--- config.mk ---
export PLATFORM = sky130hd
export DESIGN_NAME = alu_op_sequencer
export DESIGN_NICKNAME = d
export VERILOG_FILES = /design/src/rtl/alu_op_sequencer.sv
export SDC_FILE = /design/constraint.sdc
export NUM_CORES = 1
export LEC_CHECK = 0
export BUFFER_PORTS_ARGS = -buffer_cell sky130_fd_sc_hd__buf_2
export CAP_MARGIN = 15
export CORE_UTILIZATION = 47
export CTS_BUF_LIST = sky130_fd_sc_hd__clkbuf_4 sky130_fd_sc_hd__clkbuf_8
export CTS_CLUSTER_SIZE = 28
export DETAILED_ROUTE_END_ITERATION = 10
export PLACE_DENSITY = 0.88
export REMOVE_ABC_BUFFERS = 1
export SLEW_MARGIN = 5
export SYNTH_ARGS = -nofsm -noshare
export SYNTH_HDL_FRONTEND = slang
export SYNTH_SLANG_ARGS = --single-unit
--- constraint.sdc ---
create_clock -name clk -period 1.4 [get_ports clk]
set_input_delay 0 -clock clk [delete_from_list [all_inputs] [get_ports clk]]
set_output_delay 0 -clock clk [all_outputs]
set_load 0.03 [all_outputs]
--- src/rtl/alu_op_sequencer.sv ---
// alu_op_sequencer: steps a packed opcode list through a combinational ALU, feeding each result back as the next operand.
module alu_op_sequencer #(
    parameter int WIDTH   = 7,
    parameter int OPW     = 3,
    parameter int MAX_OPS = 8,
    parameter int LENW    = 4
) (
    input  logic                   clk,
    input  logic                   rst,
    input  logic                   in_valid,
    output logic                   in_ready,
    input  logic [WIDTH-1:0]       in_a,
    input  logic [WIDTH-1:0]       in_b,
    input  logic [OPW*MAX_OPS-1:0] in_prog,
    input  logic [LENW-1:0]        in_len,
    output logic [WIDTH-1:0]       alu_a,
    output logic [WIDTH-1:0]       alu_b,
    output logic [OPW-1:0]         alu_op,
    input  logic [WIDTH-1:0]       alu_result,
    input  logic                   alu_flag,
    output logic                   out_valid,
    input  logic                   out_ready,
    output logic [WIDTH-1:0]       out_result,
    output logic [LENW-1:0]        out_flag_count,
    output logic                   out_zero_seen
);
    typedef enum logic [1:0] {IDLE, RUN, DONE} state_t;
    state_t                 state_q, state_d;
    logic [WIDTH-1:0]       acc_q, acc_d, b_q, b_d;
    logic [OPW*MAX_OPS-1:0] prog_q, prog_d;
    logic [LENW-1:0]        len_q, len_d, step_q, step_d, count_q, count_d;
    logic                   zero_q, zero_d;
    logic [LENW-1:0]        len_clip;
    logic                   run;
    assign len_clip = (in_len > LENW'(MAX_OPS)) ? LENW'(MAX_OPS) : in_len;
    assign run      = state_q == RUN;
    always_comb begin
        state_d = state_q;
        acc_d   = acc_q;
        b_d     = b_q;
        prog_d  = prog_q;
        len_d   = len_q;
        step_d  = step_q;
        count_d = count_q;
        zero_d  = zero_q;
        if (state_q == IDLE) begin
            if (in_valid) begin
                acc_d   = in_a;
                b_d     = in_b;
                prog_d  = in_prog;
                len_d   = len_clip;
                step_d  = '0;
                count_d = '0;
                zero_d  = 1'b0;
                state_d = (len_clip != '0) ? RUN : DONE;
            end
        end else if (state_q == RUN) begin
            acc_d   = alu_result;
            count_d = count_q + LENW'(alu_flag);
            zero_d  = zero_q | ~alu_flag;
            step_d  = step_q + 1'b1;
            state_d = (step_q == len_q - 1'b1) ? DONE : RUN;
        end else begin
            state_d = out_ready ? IDLE : DONE;
        end
    end
    always_ff @(posedge clk) begin
        if (rst) begin
            state_q <= IDLE;
            acc_q   <= '0;
            b_q     <= '0;
            prog_q  <= '0;
            len_q   <= '0;
            step_q  <= '0;
            count_q <= '0;
            zero_q  <= 1'b0;
        end else begin
            state_q <= state_d;
            acc_q   <= acc_d;
            b_q     <= b_d;
            prog_q  <= prog_d;
            len_q   <= len_d;
            step_q  <= step_d;
            count_q <= count_d;
            zero_q  <= zero_d;
        end
    end
    // ALU inputs are forced to zero whenever no step is in flight
    assign alu_a          = run ? acc_q : '0;
    assign alu_b          = run ? b_q : '0;
    assign alu_op         = run ? prog_q[step_q*OPW +: OPW] : '0;
    assign in_ready       = state_q == IDLE;
    assign out_valid      = state_q == DONE;
    assign out_result     = out_valid ? acc_q : '0;
    assign out_flag_count = out_valid ? count_q : '0;
    assign out_zero_seen  = out_valid & zero_q;
endmodule

==> results by stage <==
STA:
- The transition at the pin with the smallest max-transition slack is 0.405 ns.
- The final number of max-transition violations is 0.
- The maximum operating frequency is 0.561 GHz.
- The worst relative slew slack is 0.727.
- The final number of setup-violating endpoints is 51.
- The hold violation count in the final report is 0.
- The worst setup margin is -0.381 ns.
- In the finished design, the share of the clock period the worst path needs comes to 1.27.
- The clock arrives with 0.00994 ns of skew.
- The worst hold-check slack is 0.0850 ns.
- Setup repair after global routing could not meet its margin everywhere.
- The final critical path time including I/O delays and setup is 1.78 ns.

Floorplan:
- The row count is 26.
- The initial cell density of the core is 0.488.
- The core box area is 5140 µm².
- The total die area is 5640 µm².
- From bottom edge to top edge, the die measures 75.1 µm.
- Measured along the x axis, the die boundary spans 75.1 µm.
- Pin placement for this block handled 85 I/O pins.

Global route:
- The via count of the first global-routing pass is 2,759.
- The overall overflow remaining after global route is 0.
- The initial antenna violation count is 0.
- The first global-routing pass estimated 12,100 µm of wire.
- Entering global routing, the biggest net connects 33 pins.
- The overall fraction of global-route tracks in use is 0.286.

Power and ir drop:
- The worst vdd rail ir drop is 572 µV.
- In this run the power density over the cells is 975 nW/µm².
- The static leakage is 1.90 nW.

Detailed routing:
- The top layer reached by signal wires is met4.
- The first TritonRoute pass finished after 5 iterations.
- The amount of wire on met2 after detailed routing is 5150 µm.
- The routed wire length on met3 is 617 µm.
- In this run, the number of DRC markers left after iteration 0 of detailed routing was 152.
- The vias after detailed routing is 2,926.
- The wire length on met1 is 3360 µm.
- The via-per-instance ratio is 5.48.
- In this run the remaining antenna-violating nets after routing total 0.
- The DRC violation count after routing is 0.
- Summed over all layers, the routed wires come to 9480 µm.
- In the final routed layout, each cell accounts on average for 17.8 µm.

Finish:
- The number of antenna repair diodes is 0.
- The number of filler instances in the final layout is 262.
- Across the whole layout, storage elements account for 1070 µm².
- The proportion of layout cells with a drive suffix above 1 is 0.461.
- The net count of the finished layout is 521.
- At the end of the flow the core is filled with cells to 0.851.
- The area of the multi-input gates is 1540 µm².
- The area growth from synthesis to layout is 74.2%.

Critical path:
- Data arrives at the worst endpoint at 1.78 ns.
- STA classifies the critical path startpoint as a register.
- The largest individual stage delay along the critical path comes from the cell sky130_fd_sc_hd__mux4_2.
- The type of destination of the critical path is an output port.
- For this run, the slowest stage of the critical path takes 0.51 ns.
- The critical path in this run is classified as register to output port.
- The count of buffer and inverter cells on the critical path is 2.
- The kind of cell with the highest combined delay along the critical path is multiplexers.
- The required arrival time at the worst endpoint is 1.40 ns.
- The worst-path maximum fanout is 4.
- The launch point of the critical path is step_q[0].
- The launch instance of the worst register-to-register path is state_q[1].
- The critical path goes through buf_6, mux4_2, mux2i_2, nor3_2, buf_4.

Synthesis:
- sky130_fd_sc_hd__dfxtp_1 takes more of the synthesized area than any other cell.
- Synthesis handed over a netlist of 302 instances.
- For this run, the leading register cell type out of synthesis is sky130_fd_sc_hd__dfxtp_1.
- For this run, the register share of the synthesized area comes to 0.423.
- By area, the combinational part of the netlist is dominated by simple AND/OR/NAND/NOR gates.
- In this run, synthesis inferred 0 flip-flops with an integrated enable.
- The compound-gate portion of the synthesized area is 0.141.
- The async set or reset register ratio after synthesis is 0.
- The most used standard cell by instance count after synthesis is sky130_fd_sc_hd__nand2_1.
- The Yosys step of the flow raised 0 warnings.
- Counting distinct cell types in the post-synthesis netlist gives 40.
- Yosys attributes the largest share of cell area to sky130_fd_sc_hd__dfxtp_1, sky130_fd_sc_hd__nand2_1, sky130_fd_sc_hd__a21oi_1, sky130_fd_sc_hd__and2_1, sky130_fd_sc_hd__mux4_2.
- The share of the synthesized area in the top cell type is 0.423.
- The post-synthesis share of cell area spent on xor and xnor gates is 0.0264.
- The post-synthesis instance area is 2510 µm².
- The synthesized area per cell is 8.31 µm².
- In the synthesized netlist, the cells that appear most often are sky130_fd_sc_hd__nand2_1, sky130_fd_sc_hd__dfxtp_1, sky130_fd_sc_hd__a21oi_1, sky130_fd_sc_hd__and2_1, sky130_fd_sc_hd__nor2_1.
- Of the total synthesized cell area, the portion taken by AND, OR, NAND and NOR gates is 0.265.
- Measured against the total synthesized area, the mux share comes to 0.0703.
- The flop and latch count out of synthesis is 53.
- Of the total synthesized cell area, the portion taken by full adders, half adders and majority gates is 0.0199.

Placement:
- The post-DP HPWL is 4320 µm.
- The placer congestion estimate is 0.784.
- The count of buffers inserted at the top-level ports is 84.

Clocking:
- For the worst-skew pair, the clock arrives at the later sink with an insertion delay of 0.31 ns.
- The number of clock sinks seen by CTS is 53.
- The number of clock buffers inserted by TritonCTS is 5.
- The deepest clock path buffer count is 2.
- The clock transition at the registers of the reported paths is 0.10 ns.
- TritonCTS built the clock tree.
- The cell sitting at the root of the clock tree is a sky130_fd_sc_hd__clkbuf_8.
- The maximum level of the CTS H-tree is 2.

Min path:
- The worst hold path begins at in_len[2].
- The type of the worst min-delay path is primary input to register.

Outcome:
- The run finished, with violations left.
- The final reports fail on negative setup slack.

Job:
- The tool flagged a number of max-cap violations equal to 0.
## stage by stage
stage	TNS, ns	cell area (µm²)	total power [mW]	instances	setup WS [ns]
after floorplan	-22.74	2380	2.28	278	-0.503
after global placement	0	3080	2.65	454	0.0173
after detailed placement	-0.101	3080	2.68	454	-0.101
after CTS	-1.19	4010	3.87	520	-0.347
after global routing	-4.21	4370	4.43	534	-0.420
final	-2.51	4370	4.26	534	-0.381
## flip-flops by register name, indices dropped and copies added (netlist names)
name     flops
step_q       4
acc_q        7
len_q        4
b_q          7
zero_q       1
count_q      4
prog_q      24
state_q      2
## power breakdown
group / leakage, nW / total, mW / internal [mW] / switching, mW
combinational: 1.41 / 1.57 / 0.808 / 0.762
sequential: 0.437 / 1.75 / 1.65 / 0.108
clock: 0.0518 / 0.940 / 0.412 / 0.528
## layout make-up
| class | instances | share of cell area |
|---|---|---|
| repair buffers | 177 | 0.360 |
| clock inverters | 2 | 0.00401 |
| clock buffers | 6 | 0.0189 |
| flip-flops and latches | 53 | 0.244 |
| well taps | 70 | 0.0200 |
| multi-input cells | 224 | 0.351 |
| inverters | 2 | 0.00172 |
## worst reg2reg max path, cell delays in order (launching register included)
cell and delay (ns):
sky130_fd_sc_hd__dfxtp_2 0.34, sky130_fd_sc_hd__buf_6 0.12, sky130_fd_sc_hd__and2b_4 0.29, sky130_fd_sc_hd__buf_6 0.13, sky130_fd_sc_hd__nand4_1 0.15, sky130_fd_sc_hd__mux2_4 0.33
sky130_fd_sc_hd__nor2_1 0.08
## per-layer routing
metal  vias up  global-route usage
met1      1373               0.287
met4         0              0.0860
met5         -                   0
met3        42              0.0522
li1       1344                   -
met2       167               0.588
## what timing repair did
action | CTS | global route
pin swaps | 14 | 17
hold endpoints to repair | 41 | 0
endpoints found under the setup margin | 30 | 73
hold buffers | 48 | 0
buffers inserted | 8 | 7
cloned | 2 | 7
resized for setup | 92 | 63
## final timing paths
| check | slack (ns) | depth (start not counted) | to |
|---|---|---|---|
| worst max-delay path | -0.38 | 5 | alu_op[1] |
| worst min register to register | 0.46 | 2 | b_q[0] |
| worst max register to register | -0.09 | 6 | count_q[3] |
| worst min-delay path | 0.09 | 3 | state_q[1] |
## kinds of logic (layout without fill, tap and decap cells)
| kind of cell | Yosys count | after routing |
|---|---|---|
| fa+ha+maj | 4 | 4 |
| buf+inv | 26 | 187 |
| xor+xnor | 6 | 6 |
| flops | 53 | 53 |
| simple gates | 142 | 143 |
| mux | 10 | 10 |
| compound gates | 61 | 61 |
## placed cells by master, fill, tap and decap left out, types with 2 or more instances in the layout
master / Yosys / routed
sky130_fd_sc_hd__buf_4: 5 / 23
sky130_fd_sc_hd__clkbuf_8: 0 / 6
sky130_fd_sc_hd__dfxtp_2: 0 / 5
sky130_fd_sc_hd__clkbuf_16: 0 / 3
sky130_fd_sc_hd__nand2_1: 73 / 61
sky130_fd_sc_hd__nand3_1: 2 / 2
sky130_fd_sc_hd__a22oi_1: 3 / 3
sky130_fd_sc_hd__mux4_2: 6 / 6
sky130_fd_sc_hd__a21oi_2: 0 / 9
sky130_fd_sc_hd__a21oi_1: 37 / 28
sky130_fd_sc_hd__nor3b_2: 1 / 3
sky130_fd_sc_hd__a311oi_2: 0 / 3
sky130_fd_sc_hd__a311oi_1: 7 / 4
sky130_fd_sc_hd__buf_12: 0 / 3
sky130_fd_sc_hd__inv_1: 2 / 2
sky130_fd_sc_hd__xor2_1: 3 / 3
sky130_fd_sc_hd__buf_6: 2 / 44
sky130_fd_sc_hd__dfxtp_1: 53 / 48
sky130_fd_sc_hd__a211oi_1: 3 / 2
sky130_fd_sc_hd__nor3_1: 7 / 6
sky130_fd_sc_hd__xnor2_1: 2 / 2
sky130_fd_sc_hd__and2_4: 0 / 27
sky130_fd_sc_hd__dlygate4sd3_1: 0 / 48
sky130_fd_sc_hd__ha_1: 4 / 4
sky130_fd_sc_hd__nor2_4: 1 / 3
sky130_fd_sc_hd__o21ai_0: 8 / 8
sky130_fd_sc_hd__nand2_4: 0 / 3
sky130_fd_sc_hd__nor2_1: 19 / 18
sky130_fd_sc_hd__nand2_2: 0 / 9
sky130_fd_sc_hd__buf_2: 5 / 55
sky130_fd_sc_hd__mux2i_1: 3 / 2
(Power assumes the default switching activity.)
